## config.mk

```make
export PLATFORM = sky130hd
export DESIGN_NAME = data_mem_responder
export DESIGN_NICKNAME = d
export VERILOG_FILES = /design/src/rtl/data_mem_responder.sv
export SDC_FILE = /design/constraint.sdc
export NUM_CORES = 2
export LEC_CHECK = 0
export BUFFER_PORTS_ARGS = -buffer_cell sky130_fd_sc_hd__buf_4
export CAP_MARGIN = 20
export CORE_AREA = 5 5 278 280
export CTS_BUF_LIST = sky130_fd_sc_hd__clkbuf_8
export CTS_CLUSTER_DIAMETER = 30
export DETAILED_ROUTE_END_ITERATION = 8
export DIE_AREA = 0 0 283 285
export MAX_ROUTING_LAYER = met4
export PLACE_DENSITY = 0.86
export RECOVER_POWER = 50
export SLEW_MARGIN = 20
export SYNTH_ARGS = -nofsm -noshare
export SYNTH_HDL_FRONTEND = slang
export SYNTH_SLANG_ARGS = --single-unit
```

## constraint.sdc

```tcl
create_clock -name CLK -period 3 [get_ports CLK]
set_input_delay 0.15 -clock CLK [delete_from_list [all_inputs] [get_ports CLK]]
set_output_delay 0.15 -clock CLK [all_outputs]
set_load 0.02 [all_outputs]
```

## src/rtl/data_mem_responder.sv

```systemverilog
// rtl/data_mem_responder.sv - single-outstanding word memory responder with fixed wait latency
// Requests are captured in IDLE, held in BUSY for WAIT_CYCLES, and answered from RESP.
module data_mem_responder #(
  parameter int DEPTH       = 32,
  parameter int WAIT_CYCLES = 2
) (
  input  logic        CLK,
  input  logic        RST,
  input  logic        ReqValid,
  input  logic        ReqWrite,
  input  logic [31:0] ReqAddr,
  input  logic [31:0] ReqWData,
  input  logic [3:0]  ReqByteEn,
  output logic        ReqReady,
  output logic        RspValid,
  output logic [31:0] RspRData,
  output logic        RspErr,
  input  logic        RspReady
);

  localparam int AW = (DEPTH > 1) ? $clog2(DEPTH) : 1;

  typedef enum logic [1:0] {
    IDLE = 2'd0,
    BUSY = 2'd1,
    RESP = 2'd2
  } state_t;

  state_t      state;
  logic [3:0]  waitCnt;
  logic        capWrite;
  logic [31:0] capAddr;
  logic [31:0] capWData;
  logic [3:0]  capByteEn;
  logic [31:0] mem [DEPTH];

  logic          accept;
  logic          doAccess;
  logic          accWrite;
  logic [31:0]   accAddr;
  logic [31:0]   accWData;
  logic [3:0]    accByteEn;
  logic          accErr;
  logic [AW-1:0] accIdx;
  logic [31:0]   rspData;

  assign ReqReady = (state == IDLE);
  assign RspValid = (state == RESP);
  assign accept   = ReqValid && (state == IDLE);

  // With no wait cycles the access happens on the accept edge itself, so the
  // live request is used; otherwise the captured copy drives the access.
  assign doAccess = ((state == BUSY) && (waitCnt == 4'd1)) ||
                    (accept && (WAIT_CYCLES == 0));

  always_comb begin
    accWrite  = capWrite;
    accAddr   = capAddr;
    accWData  = capWData;
    accByteEn = capByteEn;
    if (state == IDLE) begin
      accWrite  = ReqWrite;
      accAddr   = ReqAddr;
      accWData  = ReqWData;
      accByteEn = ReqByteEn;
    end
  end

  assign accErr  = (accAddr[1:0] != 2'b00) || (accAddr[31:2] >= 30'(DEPTH));
  assign accIdx  = accAddr[AW+1:2];
  assign rspData = (accErr || accWrite) ? 32'h0 : mem[accIdx];

  always_ff @(posedge CLK or negedge RST) begin
    if (!RST) begin
      state     <= IDLE;
      waitCnt   <= 4'd0;
      capWrite  <= 1'b0;
      capAddr   <= 32'h0;
      capWData  <= 32'h0;
      capByteEn <= 4'h0;
      RspRData  <= 32'h0;
      RspErr    <= 1'b0;
    end else begin
      case (state)
        IDLE: begin
          if (ReqValid) begin
            capWrite  <= ReqWrite;
            capAddr   <= ReqAddr;
            capWData  <= ReqWData;
            capByteEn <= ReqByteEn;
            if (WAIT_CYCLES == 0) begin
              state <= RESP;
            end else begin
              state   <= BUSY;
              waitCnt <= 4'(WAIT_CYCLES);
            end
          end
        end
        BUSY: begin
          waitCnt <= waitCnt - 4'd1;
          if (waitCnt == 4'd1) begin
            state <= RESP;
          end
        end
        RESP: begin
          if (RspReady) begin
            state    <= IDLE;
            RspRData <= 32'h0;
            RspErr   <= 1'b0;
          end
        end
        default: state <= IDLE;
      endcase
      if (doAccess) begin
        RspRData <= rspData;
        RspErr   <= accErr;
      end
    end
  end

  always_ff @(posedge CLK or negedge RST) begin
    if (!RST) begin
      for (int i = 0; i < DEPTH; i++) begin
        mem[i] <= 32'h0;
      end
    end else if (doAccess && accWrite && !accErr) begin
      for (int b = 0; b < 4; b++) begin
        if (accByteEn[b]) begin
          mem[accIdx][8*b +: 8] <= accWData[8*b +: 8];
        end
      end
    end
  end

endmodule
```

== Yosys cells after proc, flatten, opt, wreduce, memory -nomap -nowiden ==
Index checks and enable logic that the tools add are counted.

* Output and inout port bits: 35
* Register bits: 1132
* Word-level logic and storage cells: 106
* Input bits: 73

* Bitwise operators: 1
* Reductions and logical operators: 16
* Magnitude comparators: 3
* Multiplexer cells: 39
* $add $sub $neg: 1
* Equal/unequal tests: 6

{| class="wikitable"
|+ Operators with widths
! operator !! number
|-
| 2-to-1 mux 1024 bit || 7
|-
| bitwise mux 1024 bit || 4
|-
| demux 32 bit (select 5 bit) || 4
|-
| 2-to-1 mux 32 bit || 9
|-
| binary-select mux 32 bit (select 5 bit) || 1
|-
| greater-or-equal comparator 30 x 6 -> 1 bit (second input constant) || 1
|-
| 2-to-1 mux 24 bit || 1
|-
| 2-to-1 mux 16 bit || 1
|-
| 2-to-1 mux 4 bit || 2
|-
| 2-to-1 mux 8 bit || 1
|-
| one-hot mux 4 bit (2 select lines) || 1
|-
| nonzero test 2 bit || 4
|-
| greater-or-equal comparator 6 bit (second input constant) || 1
|-
| less-than comparator 6 x 1 -> 1 bit (second input constant) || 1
|-
| 2-to-1 mux 2 bit || 3
|-
| NOT 5 -> 6 bit || 1
|-
| one-hot mux 2 bit (3 select lines) || 1
|-
| AND reduction 2 bit || 3
|-
| == test 4 x 1 -> 1 bit (second input constant) || 1
|-
| logical AND 1 bit || 4
|-
| 2-to-1 mux 1 bit || 4
|-
| inequality test 2 x 1 -> 1 bit (second input constant) || 2
|-
| subtractor 4 x 1 -> 4 bit (second input constant) || 1
|-
| AND reduction 3 bit || 1
|-
| 6 further kinds || 7
|}

== Longest topological paths before layout ==
* Depth in word-level cells: 18
* Gate-level depth with buffers: 11
* Mapped depth without buffers: 9

== Worst setup path after synthesis ==
OpenSTA, ideal clock, no wires.

* Path type: register -> register
* From: register waitCnt[1]
* To: register mem[892] (netlist name)
* Arrival time: 2.177 ns
* Buffers on the path: 2
* Data required time: 2.870 ns
* Path slack: 0.693 ns
* Setup time: 0.130 ns
* Cell stages (with the launch flop): 12
* Period minus slack after synthesis: 2.307 ns
* Cell sequence: dfrtp_1 inv_1 ha_1 nor3b_1 nand2_1 nor4_4 a21boi_4 buf_4 nand2_1 buf_2 nand2_1 o21ai_1

* Word-level cells in the longest chain between the ends: 4

{| class="wikitable"
|+ RTL lines
! what !! RTL line !! text
|-
| start, declared || 30 || <nowiki>logic [3:0] waitCnt;</nowiki>
|-
| start signal, assigned || 95 || <nowiki>waitCnt <= 4'(WAIT_CYCLES);</nowiki>
|-
| start signal, assigned || 100 || <nowiki>waitCnt <= waitCnt - 4'd1;</nowiki>
|-
| == test 4 x 1 -> 1 bit || 53 || <nowiki>assign doAccess = ((state == BUSY) && (waitCnt == 4'd1)) ||</nowiki>
|-
| logical AND 1 bit || 53 ||
|-
| logical AND 1 bit (2 in series) || 126 || <nowiki>end else if (doAccess && accWrite && !accErr) begin</nowiki>
|-
| end signal, assigned by index || 129 || <nowiki>mem[accIdx][8*b +: 8] <= accWData[8*b +: 8];</nowiki>
|-
| end, declared || 35 || <nowiki>logic [31:0] mem [DEPTH];</nowiki>
|}

Every way passes these cells.
A chain may end at the register's enable or synchronous reset.

== Worst setup path in the final report ==
* From: register state[0]
* To: register mem[991] (netlist name)

* Word-level cells in the longest chain between the ends: 15
* Elaborated cells on any way between the ends: 33
* Those cells by class: order compare (3); eq/ne (1); mux (20); bitwise (1); reduce/logical (8)

{| class="wikitable"
|+ RTL lines
! what !! RTL line !! text
|-
| start, declared || 29 || <nowiki>state_t state;</nowiki>
|-
| start signal, assigned || 75 || <nowiki>state <= IDLE;</nowiki>
|-
| start signal, assigned || 92 || <nowiki>state <= RESP;</nowiki>
|-
| start signal, assigned || 94 || <nowiki>state <= BUSY;</nowiki>
|-
| zero test 2 bit || 61 || <nowiki>if (state == IDLE) begin</nowiki>
|-
| 2-to-1 mux 32 bit || 61 ||
|-
| NOT 5 -> 6 bit (implied by the code) || 129 ||
|-
| demux 32 bit (select 5 bit) || 129 ||
|-
| bitwise mux 1024 bit || 129 ||
|-
| 2-to-1 mux 1024 bit || 128 || <nowiki>if (accByteEn[b]) begin</nowiki>
|-
| 2-to-1 mux 1024 bit || 126 ||
|-
| bitwise mux 1024 bit || 129 ||
|-
| 2-to-1 mux 1024 bit || 128 ||
|-
| 2-to-1 mux 1024 bit || 126 ||
|-
| bitwise mux 1024 bit || 129 ||
|-
| 2-to-1 mux 1024 bit || 128 ||
|-
| 2-to-1 mux 1024 bit || 126 ||
|-
| bitwise mux 1024 bit || 129 ||
|-
| 2-to-1 mux 1024 bit || 128 ||
|}

Parallel ways exist; a longest one is shown, timed or not. The select of a mux whose other input is x is not followed.

==> summary.txt <==
Clocking
  • CTS buffer count: 198
  • CTS tree: yes
  • CTS clock-pin slew for the worst setup and hold paths: 70 ps
  • CTS sink cnt: 1,132
  • H-tree depth: 4
  • Worst-Skew Late Latency: 920 ps
  • Clock tree buffer depth: 3
  • Clock root buffer: clkbuf_8

Synthesis
  • Post-synth EDFFs: 0
  • Mapped Cells: 5,014
  • Mapped Nets: 5,089
  • Ys flop type: dfrtp_1
  • Asr flop ratio synth: 1.000
  • Synthesized area: 0.04799 mm²
  • Seq cells post-synth: 1,132
  • Synth Warn #: 0
  • Share of the synthesized area in the top cell type: 0.5903
  • Avg Inst Size Synth: 9.571 µm²
  • Seq/Total Area, Yosys: 0.5903
  • Distinct cells, synth: 49
  • Top cells by area, synth: dfrtp_1, nand2_1, o21ai_0
  • Cell taking the most area after synthesis: dfrtp_1

STA
  • Setup_tns: -2025 ps
  • Setup ws final: -121.0 ps
  • Max Slew Vio Count: 0
  • Endpoints failing setup: 61
  • Max transition margin: 0.005609
  • Final hold vios: 0
  • Crit path time final: 3121 ps
  • Worst Tran Pin Value: 1492 ps
  • Hold_ws: 7.665 ps
  • Fin crit share: 1.040
  • Skew final: 61.15 ps
  • RSZ-0062 raised after global routing: true
  • Fmax: 320.4 MHz

Final layout
  • Post-route core utilization: 0.7563
  • Layout cells sized above 1: 0.1537
  • Area growth, synth to finish: 16.93%
  • Final instance area: 0.05611 mm²
  • Post-layout net count: 5,332
  • Non-Filler Instances: 6,394

Global routing
  • First-pass GRT wire length: 242,400 µm
  • Most Crowded Layer GR: met2
  • Vias in the first global route: 43,100
  • Grt ovf: 0
  • Global Route Usage Sum: 0.3920
  • Met1 usage: 0.4672
  • Routing usage on met3: 0.1224
  • Initial antenna violation count: 6
  • Largest net degree at the start of global routing: 170
  • Met2 Track Usage GR: 0.5729

Placed design
  • Number of I/O port buffers: 107
  • Hpwl dp: 89,880 µm
  • GP Congestion: 0.9184
  • Dpl cells: 5,864
  • Placed cell areas: 0.05021 mm²

Route
  • Via count: 42,960
  • Drt initial violations: 5,993
  • Vias/cell: 6.719
  • Avg WL per Cell: 24.85 µm
  • Drc violations: 0
  • Final WL: 158,900 µm
  • Pre-antenna DRT Iters: 8
  • DRT antenna net count: 0

Die
  • Core area: 0.07420 mm²
  • # IOs: 108
  • Full die area: 0.08066 mm²
  • FP Rows: 100
  • Die H: 285 µm
  • Initial core utilization: 0.6468
  • Die span in x: 283 µm

Min path
  • HP Class: input pin to flop

Run status
  • Failing checks: setup timing
  • Status: complete, but fails checks

Worst setup path
  • Crit Path Max Fanout: 16
  • Worst Setup Path Type: flop to flop
  • Req. time, crit path: 3740 ps
  • CP startpoint kind: flop
  • Endpoint class of the critical path: flop
  • CP arrival: 3860 ps
  • Worst R2R Setup Slack: -120 ps

Power
  • Worst VDD drop: 0.9564 mV
  • P per Cell Area: 930.7 mW/mm²
  • Cell leakage power: 26.72 nW

Run
  • Maxcap violations: 0
==> per-stage QoR <==
| stage | power, W | setup WS, ps |
|---|---|---|
| 2_1_floorplan | 0.02717 | 693.0 |
| 3_3_place_gp | 0.03467 | 0.3535 |
| 3_5_place_dp | 0.03496 | -82.45 |
| 4_1_cts | 0.05026 | -136.4 |
| 5_1_grt | 0.05343 | -124.5 |
| 6_report | 0.05223 | -121.0 |
==> critical path, stage by stage (launching register included) <==
cell and delay, ps:
dfrtp_1 410, or2_4 370, inv_4 140, mux2i_4 390, buf_4 270, nand2b_1 260, nor2_4 430, nand2_2 280
o21ai_0 400
==> where the power goes <==
group	total, W	internal (W)	leakage, nW	switching (W)
registers	0.0163	0.0158	15.7	0.000511
clock network	0.0151	0.00822	2.35	0.00690
logic	0.0208	0.00638	8.67	0.0145
total	0.0522	0.0304	26.7	0.0219
==> cell usage after synthesis (2+ instances only) <==
| master | number |
|---|---|
| clkbuf_1 | 159 |
| nand2_4 | 71 |
| o21ai_1 | 291 |
| nor4_1 | 27 |
| inv_1 | 6 |
| nor4bb_1 | 2 |
| buf_6 | 20 |
| or2_4 | 2 |
| buf_4 | 10 |
| nand2b_1 | 4 |
| or2_1 | 2 |
| buf_2 | 217 |
| a21o_1 | 15 |
| nor3_1 | 94 |
| mux2i_1 | 32 |
| nor4b_1 | 2 |
| nand4_1 | 34 |
| a21oi_1 | 3 |
| nor2_2 | 15 |
| dfrtp_1 | 1132 |
| o21ai_0 | 936 |
| a31oi_1 | 2 |
| nor2_4 | 12 |
| a31oi_4 | 4 |
| nand2_2 | 38 |
| o41ai_2 | 17 |
| nand3_1 | 11 |
| ha_1 | 2 |
| o22ai_1 | 512 |
| nand2_1 | 1305 |
| nor2_1 | 16 |
| a21boi_4 | 4 |
==> cell type report <==
class	instances	area [µm²]
repair buffers	450	4202
clock buffers	233	3207
inverters	7	28.78
fillers	4471	18080
well taps	969	1212
clock inverters	129	1040
multi-input cells	3468	18080
diodes	6	15.01
flip-flops and latches	1132	28330
==> sequential cells by signal, indices dropped and copies added, names as in the netlist <==
signal	cells
capWData	32
RspErr	1
capByteEn	4
mem	1024
capAddr	32
waitCnt	4
capWrite	1
state	2
RspRData	32
==> worst paths after layout <==
kind,start,to,depth (start not counted)
max in group asynchronous,RST,mem[802]$_DFFE_PN0P_,4
setup / recovery,state[0]$_DFFE_PN0P_,mem[991]$_DFFE_PN0P_,8
setup reg to reg,state[0]$_DFFE_PN0P_,mem[991]$_DFFE_PN0P_,8
hold / removal,ReqAddr[23],capAddr[23]$_DFFE_PN0P_,4
hold reg to reg,mem[486]$_DFFE_PN0P_,mem[486]$_DFFE_PN0P_,2
min in group asynchronous,RST,mem[301]$_DFFE_PN0P_,4
==> cells in the final DEF (no fill, tap or decap), types with 21 or more instances in the layout <==
master         netlist  final
buf_12               0     37
buf_4               10    237
clkbuf_8             0    233
clkinv_2             0     30
dfrtp_1           1132   1132
dlygate4sd3_1        0    142
inv_1                6     59
mux2i_2              1     21
nand2_1           1305   1292
nand2_2             38     39
nand2_4             71     83
nand4_1             34     34
nor2_4              12     21
nor3_1              94     94
nor4_1              27     25
o21ai_0            936    935
o21ai_1            291    291
o22ai_1            512    512
==> timing repair <==
item	CTS	global route
pin swaps	0	7
hold buffers	143	0
endpoints found under the setup margin	69	563
resized for setup	2	42
endpoints found under the hold margin	2229	0
setup buffers	0	16
cloned	0	2
==> cell families after synthesis <==
group,count (synthesis),share of synthesized area
buffers and inverters,414,0.04200
DFF,1132,0.5903
muxes,34,0.007196
AOI/OAI and AO/OA,1787,0.2072
adders and majority gates,2,0.0005214
xor gates and xnor gates,1,0.0001825
and+or+nand+nor,1644,0.1526
==> routing by layer <==
layer | vias to the layer above | part of all wire
met1 | 20490 | 0.35
met2 | 3334 | 0.44
met5 | - | 0
li1 | 18120 | -
met3 | 1014 | 0.13
met4 | 0 | 0.084
(Power assumes the default switching activity.)
